$ cat src/rtl/byte_unstripping_pkg.sv
// Shared definitions for the byte un-striping block: FSM encoding and the
// set of stripe counts the reassembler supports.
package byte_unstripping_pkg;

  typedef enum logic [1:0] {
    IDLE   = 2'd0,
    ACTIVE = 2'd1,
    STALL  = 2'd2
  } state_t;

  localparam int LANES_LEGAL_A = 2;
  localparam int LANES_LEGAL_B = 4;
  localparam int LANES_LEGAL_C = 8;

  function automatic bit is_legal_lanes(input int n);
    return (n == LANES_LEGAL_A) || (n == LANES_LEGAL_B) || (n == LANES_LEGAL_C);
  endfunction

endpackage

$ cat src/rtl/bu_lane_fifo.sv
// Single-lane FIFO for the un-striping block. Storage is unreset; the
// pointers and occupancy count carry all state and are cleared by reset
// or flush. A push on a full FIFO is only legal alongside a pop, which the
// parent guarantees.
module bu_lane_fifo
  import byte_unstripping_pkg::*;
#(
  parameter int DATA_W = 8,
  parameter int DEPTH  = 4
) (
  input  logic                     clk,
  input  logic                     reset_L,
  input  logic                     flush,
  input  logic                     push,
  input  logic                     pop,
  input  logic [DATA_W-1:0]        din,
  output logic [DATA_W-1:0]        dout,
  output logic [$clog2(DEPTH):0]   count,
  output logic                     full,
  output logic                     empty
);

  localparam int AW = $clog2(DEPTH);
  localparam int CW = AW + 1;

  logic [DATA_W-1:0] mem [DEPTH];
  logic [AW-1:0]     wr_ptr;
  logic [AW-1:0]     rd_ptr;

  // Storage write; flush discards the word presented on the same edge.
  always_ff @(posedge clk) begin
    if (push && !flush) begin
      mem[wr_ptr] <= din;
    end
  end

  // Pointer and occupancy bookkeeping; pointers wrap naturally at DEPTH.
  always_ff @(posedge clk or negedge reset_L) begin
    if (!reset_L) begin
      wr_ptr <= '0;
      rd_ptr <= '0;
      count  <= '0;
    end else if (flush) begin
      wr_ptr <= '0;
      rd_ptr <= '0;
      count  <= '0;
    end else begin
      if (push) wr_ptr <= wr_ptr + 1'b1;
      if (pop)  rd_ptr <= rd_ptr + 1'b1;
      case ({push, pop})
        2'b10:   count <= count + 1'b1;
        2'b01:   count <= count - 1'b1;
        default: count <= count;
      endcase
    end
  end

  assign dout  = mem[rd_ptr];
  assign full  = (count == CW'(DEPTH));
  assign empty = (count == '0);

endmodule

$ cat src/rtl/byte_unstripping_n.sv
// Byte un-striping: buffers LANES parallel lane streams and re-serialises
// them round-robin (lane 0 first) onto a single ready/valid output.
// Optional feature: define BYTE_UNSTRIPPING_ERR_CNT_EN to count overflow
// edges in err_count (saturating); otherwise err_count is tied to zero.
module byte_unstripping_n
  import byte_unstripping_pkg::*;
#(
  parameter int LANES  = 2,
  parameter int DATA_W = 8,
  parameter int DEPTH  = 4
) (
  input  logic                     clk_2f,
  input  logic                     reset_L,
  input  logic [LANES*DATA_W-1:0]  data_stripe,
  input  logic [LANES-1:0]         valid_stripe,
  input  logic                     flush,
  input  logic                     ready_demux,
  output logic [DATA_W-1:0]        data_demux,
  output logic                     valid_demux,
  output logic [LANES-1:0]         pause_stripe,
  output logic [7:0]               err_count
);

  localparam int CW    = $clog2(DEPTH) + 1;
  localparam int PTR_W = $clog2(LANES);

  if (!is_legal_lanes(LANES)) begin : g_bad_lanes
    $error("byte_unstripping_n: LANES must be 2, 4 or 8");
  end
  if (DEPTH < 2 || (DEPTH & (DEPTH - 1)) != 0) begin : g_bad_depth
    $error("byte_unstripping_n: DEPTH must be a power of 2, at least 2");
  end

  state_t            state;
  logic [PTR_W-1:0]  ptr;
  logic [PTR_W-1:0]  ptr_next;
  logic              out_free;
  logic              pop_en;

  logic [LANES-1:0]  lane_push;
  logic [LANES-1:0]  lane_pop;
  logic [LANES-1:0]  lane_full;
  logic [LANES-1:0]  lane_empty;
  logic [DATA_W-1:0] lane_dout  [LANES];
  logic [CW-1:0]     lane_count [LANES];

  assign out_free = !valid_demux || ready_demux;
  assign pop_en   = !flush && (state == ACTIVE) && out_free && !lane_empty[ptr];
  assign ptr_next = (ptr == PTR_W'(LANES - 1)) ? '0 : ptr + 1'b1;

  // One-hot pop strobe aimed at the lane currently owed to the output.
  always_comb begin
    lane_pop = '0;
    if (pop_en) lane_pop[ptr] = 1'b1;
  end

  for (genvar i = 0; i < LANES; i++) begin : g_lane
    assign lane_push[i]    = valid_stripe[i] && (!lane_full[i] || lane_pop[i]) && !flush;
    assign pause_stripe[i] = (lane_count[i] >= CW'(DEPTH - 1));

    bu_lane_fifo #(
      .DATA_W (DATA_W),
      .DEPTH  (DEPTH)
    ) u_fifo (
      .clk     (clk_2f),
      .reset_L (reset_L),
      .flush   (flush),
      .push    (lane_push[i]),
      .pop     (lane_pop[i]),
      .din     (data_stripe[i*DATA_W +: DATA_W]),
      .dout    (lane_dout[i]),
      .count   (lane_count[i]),
      .full    (lane_full[i]),
      .empty   (lane_empty[i])
    );
  end

  // Sequencer: waits for alignment, then drains lanes in strict rotation,
  // parking on an empty lane rather than skipping it.
  always_ff @(posedge clk_2f or negedge reset_L) begin
    if (!reset_L) begin
      state       <= IDLE;
      ptr         <= '0;
      valid_demux <= 1'b0;
      data_demux  <= '0;
    end else if (flush) begin
      state       <= IDLE;
      ptr         <= '0;
      valid_demux <= 1'b0;
    end else begin
      case (state)
        IDLE: begin
          if (lane_empty == '0) state <= ACTIVE;
        end
        ACTIVE: begin
          if (out_free) begin
            if (!lane_empty[ptr]) begin
              data_demux  <= lane_dout[ptr];
              valid_demux <= 1'b1;
              ptr         <= ptr_next;
            end else begin
              state       <= STALL;
              valid_demux <= 1'b0;
            end
          end
        end
        STALL: begin
          if (!lane_empty[ptr]) state <= ACTIVE;
        end
        default: state <= IDLE;
      endcase
    end
  end

`ifdef BYTE_UNSTRIPPING_ERR_CNT_EN
  logic [LANES-1:0] lane_ovf;
  logic [7:0]       err_q;

  assign lane_ovf = valid_stripe & lane_full & ~lane_pop;

  // Count edges with at least one dropped push, saturating at 255.
  always_ff @(posedge clk_2f or negedge reset_L) begin
    if (!reset_L) begin
      err_q <= '0;
    end else if (!flush && (lane_ovf != '0) && (err_q != 8'hFF)) begin
      err_q <= err_q + 8'd1;
    end
  end

  assign err_count = err_q;
`else
  assign err_count = 8'd0;
`endif

endmodule

$ cat config.mk
export PLATFORM = sky130hd
export DESIGN_NAME = byte_unstripping_n
export DESIGN_NICKNAME = d
export VERILOG_FILES = /design/src/rtl/byte_unstripping_pkg.sv /design/src/rtl/bu_lane_fifo.sv /design/src/rtl/byte_unstripping_n.sv
export SDC_FILE = /design/constraint.sdc
export NUM_CORES = 1
export LEC_CHECK = 0
export CAP_MARGIN = 40
export CORE_AREA = 2 2 119 121
export CTS_BUF_LIST = sky130_fd_sc_hd__clkbuf_2
export DETAILED_ROUTE_END_ITERATION = 8
export DIE_AREA = 0 0 121 123
export SETUP_SLACK_MARGIN = 0.1
export SLEW_MARGIN = 30
export SYNTH_ARGS = -nofsm -noshare
export SYNTH_HDL_FRONTEND = slang
export SYNTH_HIERARCHICAL = 1
export SYNTH_SLANG_ARGS = --single-unit
$ cat constraint.sdc
create_clock -name clk_2f -period 3.59 [get_ports clk_2f]
set_input_delay 0.718 -clock clk_2f [delete_from_list [all_inputs] [get_ports clk_2f]]
set_output_delay 0.718 -clock clk_2f [all_outputs]
set_load 0.005 [all_outputs]
==> results.ini <==
[outcome]
outcome=complete, no violations

[critical_path]
crit_path_max_incr_delay_ns=0.64
cpMaxStageDelayCell=dfrtp_1
critPathTopFamily=simple AND/OR/NAND/NOR gates
crit_fanout=14
cp-end-kind=flip-flop
worstSetupPathType=flip-flop to flip-flop
critPathRequiredTime_ns=3.81
path_cells=or4_1, a21oi_1, nor2b_1, and2_1
crit_arrival_ns=2.89
crit_buf_inv=0
cp-start-kind=flip-flop

[final_layout]
stdcell_count=462
syn2layout_area_growth_pct=15.32
final_common_cell=edfxtp_1
diodes=0
layout_common_cells=edfxtp_1 (64), clkdlybuf4s50_1 (32), dfrtp_1 (26)
drive_gt1_share_pct=21.63
multi_input_area_um2=1285
nets=309
post-route-util_pct=33.63
regArea_um2=2572
n_fill_cell=1309

[global_routing]
met1_usage_pct=14.93
met3_usage_pct=3.506
grt-busiest-layer=met2
grt_max_degree=27
grt_pass1_wl_mm=12.01
track_usage_pct=10.89
overflow=0
grtUsageMet2_pct=16.68
grt_antenna_before_repair=0
grt_pass1_vias=2202

[synthesis]
yosysSeqAreaShare_pct=64.80
avgSynthCellArea_um2=16.68
ys_types=38
async_flop_share_pct=28.89
synth_seq_cells=90
syn_inst=238
synth_edf_count=64
syn_area_um2=3970
ys.flop_type=edfxtp_1
yosysWarnings=6

[floorplan]
io-pin-count=41
dieWidth_um=121
start_util_pct=29.17
rows=43
fp.dieArea_um2=14880
die-height_um=123
coreArea_um2=13610

[pwr]
pwr-share-clk_pct=27.0
comb_power_share_pct=8.0
switching_share_pct=25.68
power_leakage_uw=0.001619
max-vdd-ir-drop_v=0.0002160
seqPwrFrac_pct=65.0
p_per_area_nw_per_um2=390.6
internal_power_uw=1329
p_total_uw=1788
p_switching_uw=459.1

[timing]
tightest_slew_ns=0.6859
slew_violations=0
hold_viol=0
fin_skew_ns=0.03647
relSlewSlack_pct=54.08
tns_ns=0
finalCritPeriodShare_pct=74.49
min_period_ns=2.674
max_freq_ghz=0.3740
hold_ws_ns=0.4829
setup_viol=0
grt_setup_unrepaired=no

[clock_tree]
cts.clk_slew.worst_paths_ns=0.27
cts_tree=yes
post_cts_resized=0
clock_sinks=90
cts_buffer_depth=2
cts_setup_buffers=0
numCtsBuffers=9
clock_latency_ns=0.56
htreeDepth=3
holdBufCountCts=0
cts-root-buf=clkbuf_2

[drt]
ant_nets=0
drc=0
drt-initial-drc-count=98
post_drt_wl_per_cell_um=15.51
wl_mm=7.164
via_count=2042
avgViaCountPerCell=4.420
dr.pass1.iters=4

[hold_path]
hold_path_class=primary input to async pin

[placed_design]
dp_hpwl_mm=4.930
place.gp.congestion=0.7116
port_buffers=32
dpl.cell_count=446

[run]
drv_cap=0

-- routing by layer --
| metal | up-vias | wire length [um] |
|---|---|---|
| met4 | 0 | 69 |
| met2 | 55 | 3263 |
| met3 | 8 | 397 |
| met1 | 1032 | 3433 |
| met5 | - | 0 |
| li1 | 947 | - |
-- through the flow --
stage,instance area (um2),setup WS [ns]
2_1_floorplan,3996,0.8971
5_1_grt,4578,0.7768
4_1_cts,4578,0.9326
3_3_place_gp,4474,0.4332
6_report,4578,0.9160
3_5_place_dp,4474,0.3766
-- cells in the mapped netlist (2+ instances only) --
library cell   n  area, um2
o21ai_1        2      10.01
nand2b_1       4      25.02
edfxtp_1      64       1922
xor2_2         2      32.53
buf_2          3      15.01
nor3b_2        4      50.05
o21ai_0        2      10.01
dfrtp_1       26      650.6
ha_1           8      100.1
nor3b_1        2      15.01
a21o_1         2      15.01
and2_1         8      50.05
mux4_2        16      360.4
fa_1           2      40.04
xnor2_1        6      52.55
clkbuf_1       4      15.01
nor2_1        12      45.04
buf_4          9      67.56
nand2_1        4      15.01
inv_1          5      18.77
mux2_2        16      180.2
a21oi_1        5      25.02
nor2b_1        6      37.54
nor3_1         5      25.02
buf_6          2      22.52
and3b_1        2      17.52
mux2i_1        5      50.05
xor2_1         2      17.52
-- registers in the layout, indices dropped and copies added (netlist names) --
register	flops
state	2
ptr	1
data_demux	8
valid_demux	1
g_lane.u_fifo/count	6
g_lane.u_fifo/wr_ptr	4
g_lane.u_fifo/rd_ptr	4
g_lane.u_fifo/mem	64
-- power by group through the flow --
stage | Combinational, uW | Clock [uW] | Sequential, uW
floorplan | 71.0 | 0 | 1180
global placement | 140 | 0 | 1180
global route | 161 | 550 | 1170
finish | 142 | 483 | 1160
CTS | 146 | 502 | 1160
detailed placement | 144 | 0 | 1180
-- kinds of logic after synthesis --
kind of cell | share of synthesized area (%)
buffers and inverters | 3.498
xor gates and xnor gates | 2.584
AOI/OAI and AO/OA | 2.049
adders and majority gates | 3.530
muxes | 14.88
and+or+nand+nor | 8.572
DFF | 64.80
other | 0.09446
-- layout make-up --
| type | instances | share of cell area (%) |
|---|---|---|
| clock inverters | 7 | 1.285 |
| inverters | 5 | 0.4099 |
| clock buffers | 9 | 0.9839 |
| well taps | 180 | 4.919 |
| flip-flops and latches | 90 | 56.19 |
| repair buffers | 39 | 8.144 |
| multi-input cells | 132 | 28.07 |
-- path summary, 6_finish.rpt --
kind	slack (ns)	from	end	depth (start not counted)
worst max register to register	0.92	ptr$_DFFE_PN0P_	g_lane[0].u_fifo/mem[0][4]$_DFFE_PP_	4
min in group clk_2f	0.55	data_demux[4]$_DFFE_PN0P_	data_demux[4]$_DFFE_PN0P_	1
worst min-delay path	0.48	reset_L	valid_demux$_DFFE_PN0P_	2
worst min register to register	0.55	data_demux[4]$_DFFE_PN0P_	data_demux[4]$_DFFE_PN0P_	1
max in group asynchronous	2.80	reset_L	g_lane[1].u_fifo/wr_ptr[1]$_DFFE_PN0P_	2
worst max-delay path	0.92	ptr$_DFFE_PN0P_	g_lane[0].u_fifo/mem[0][4]$_DFFE_PP_	4
(Power assumes the default switching activity.)
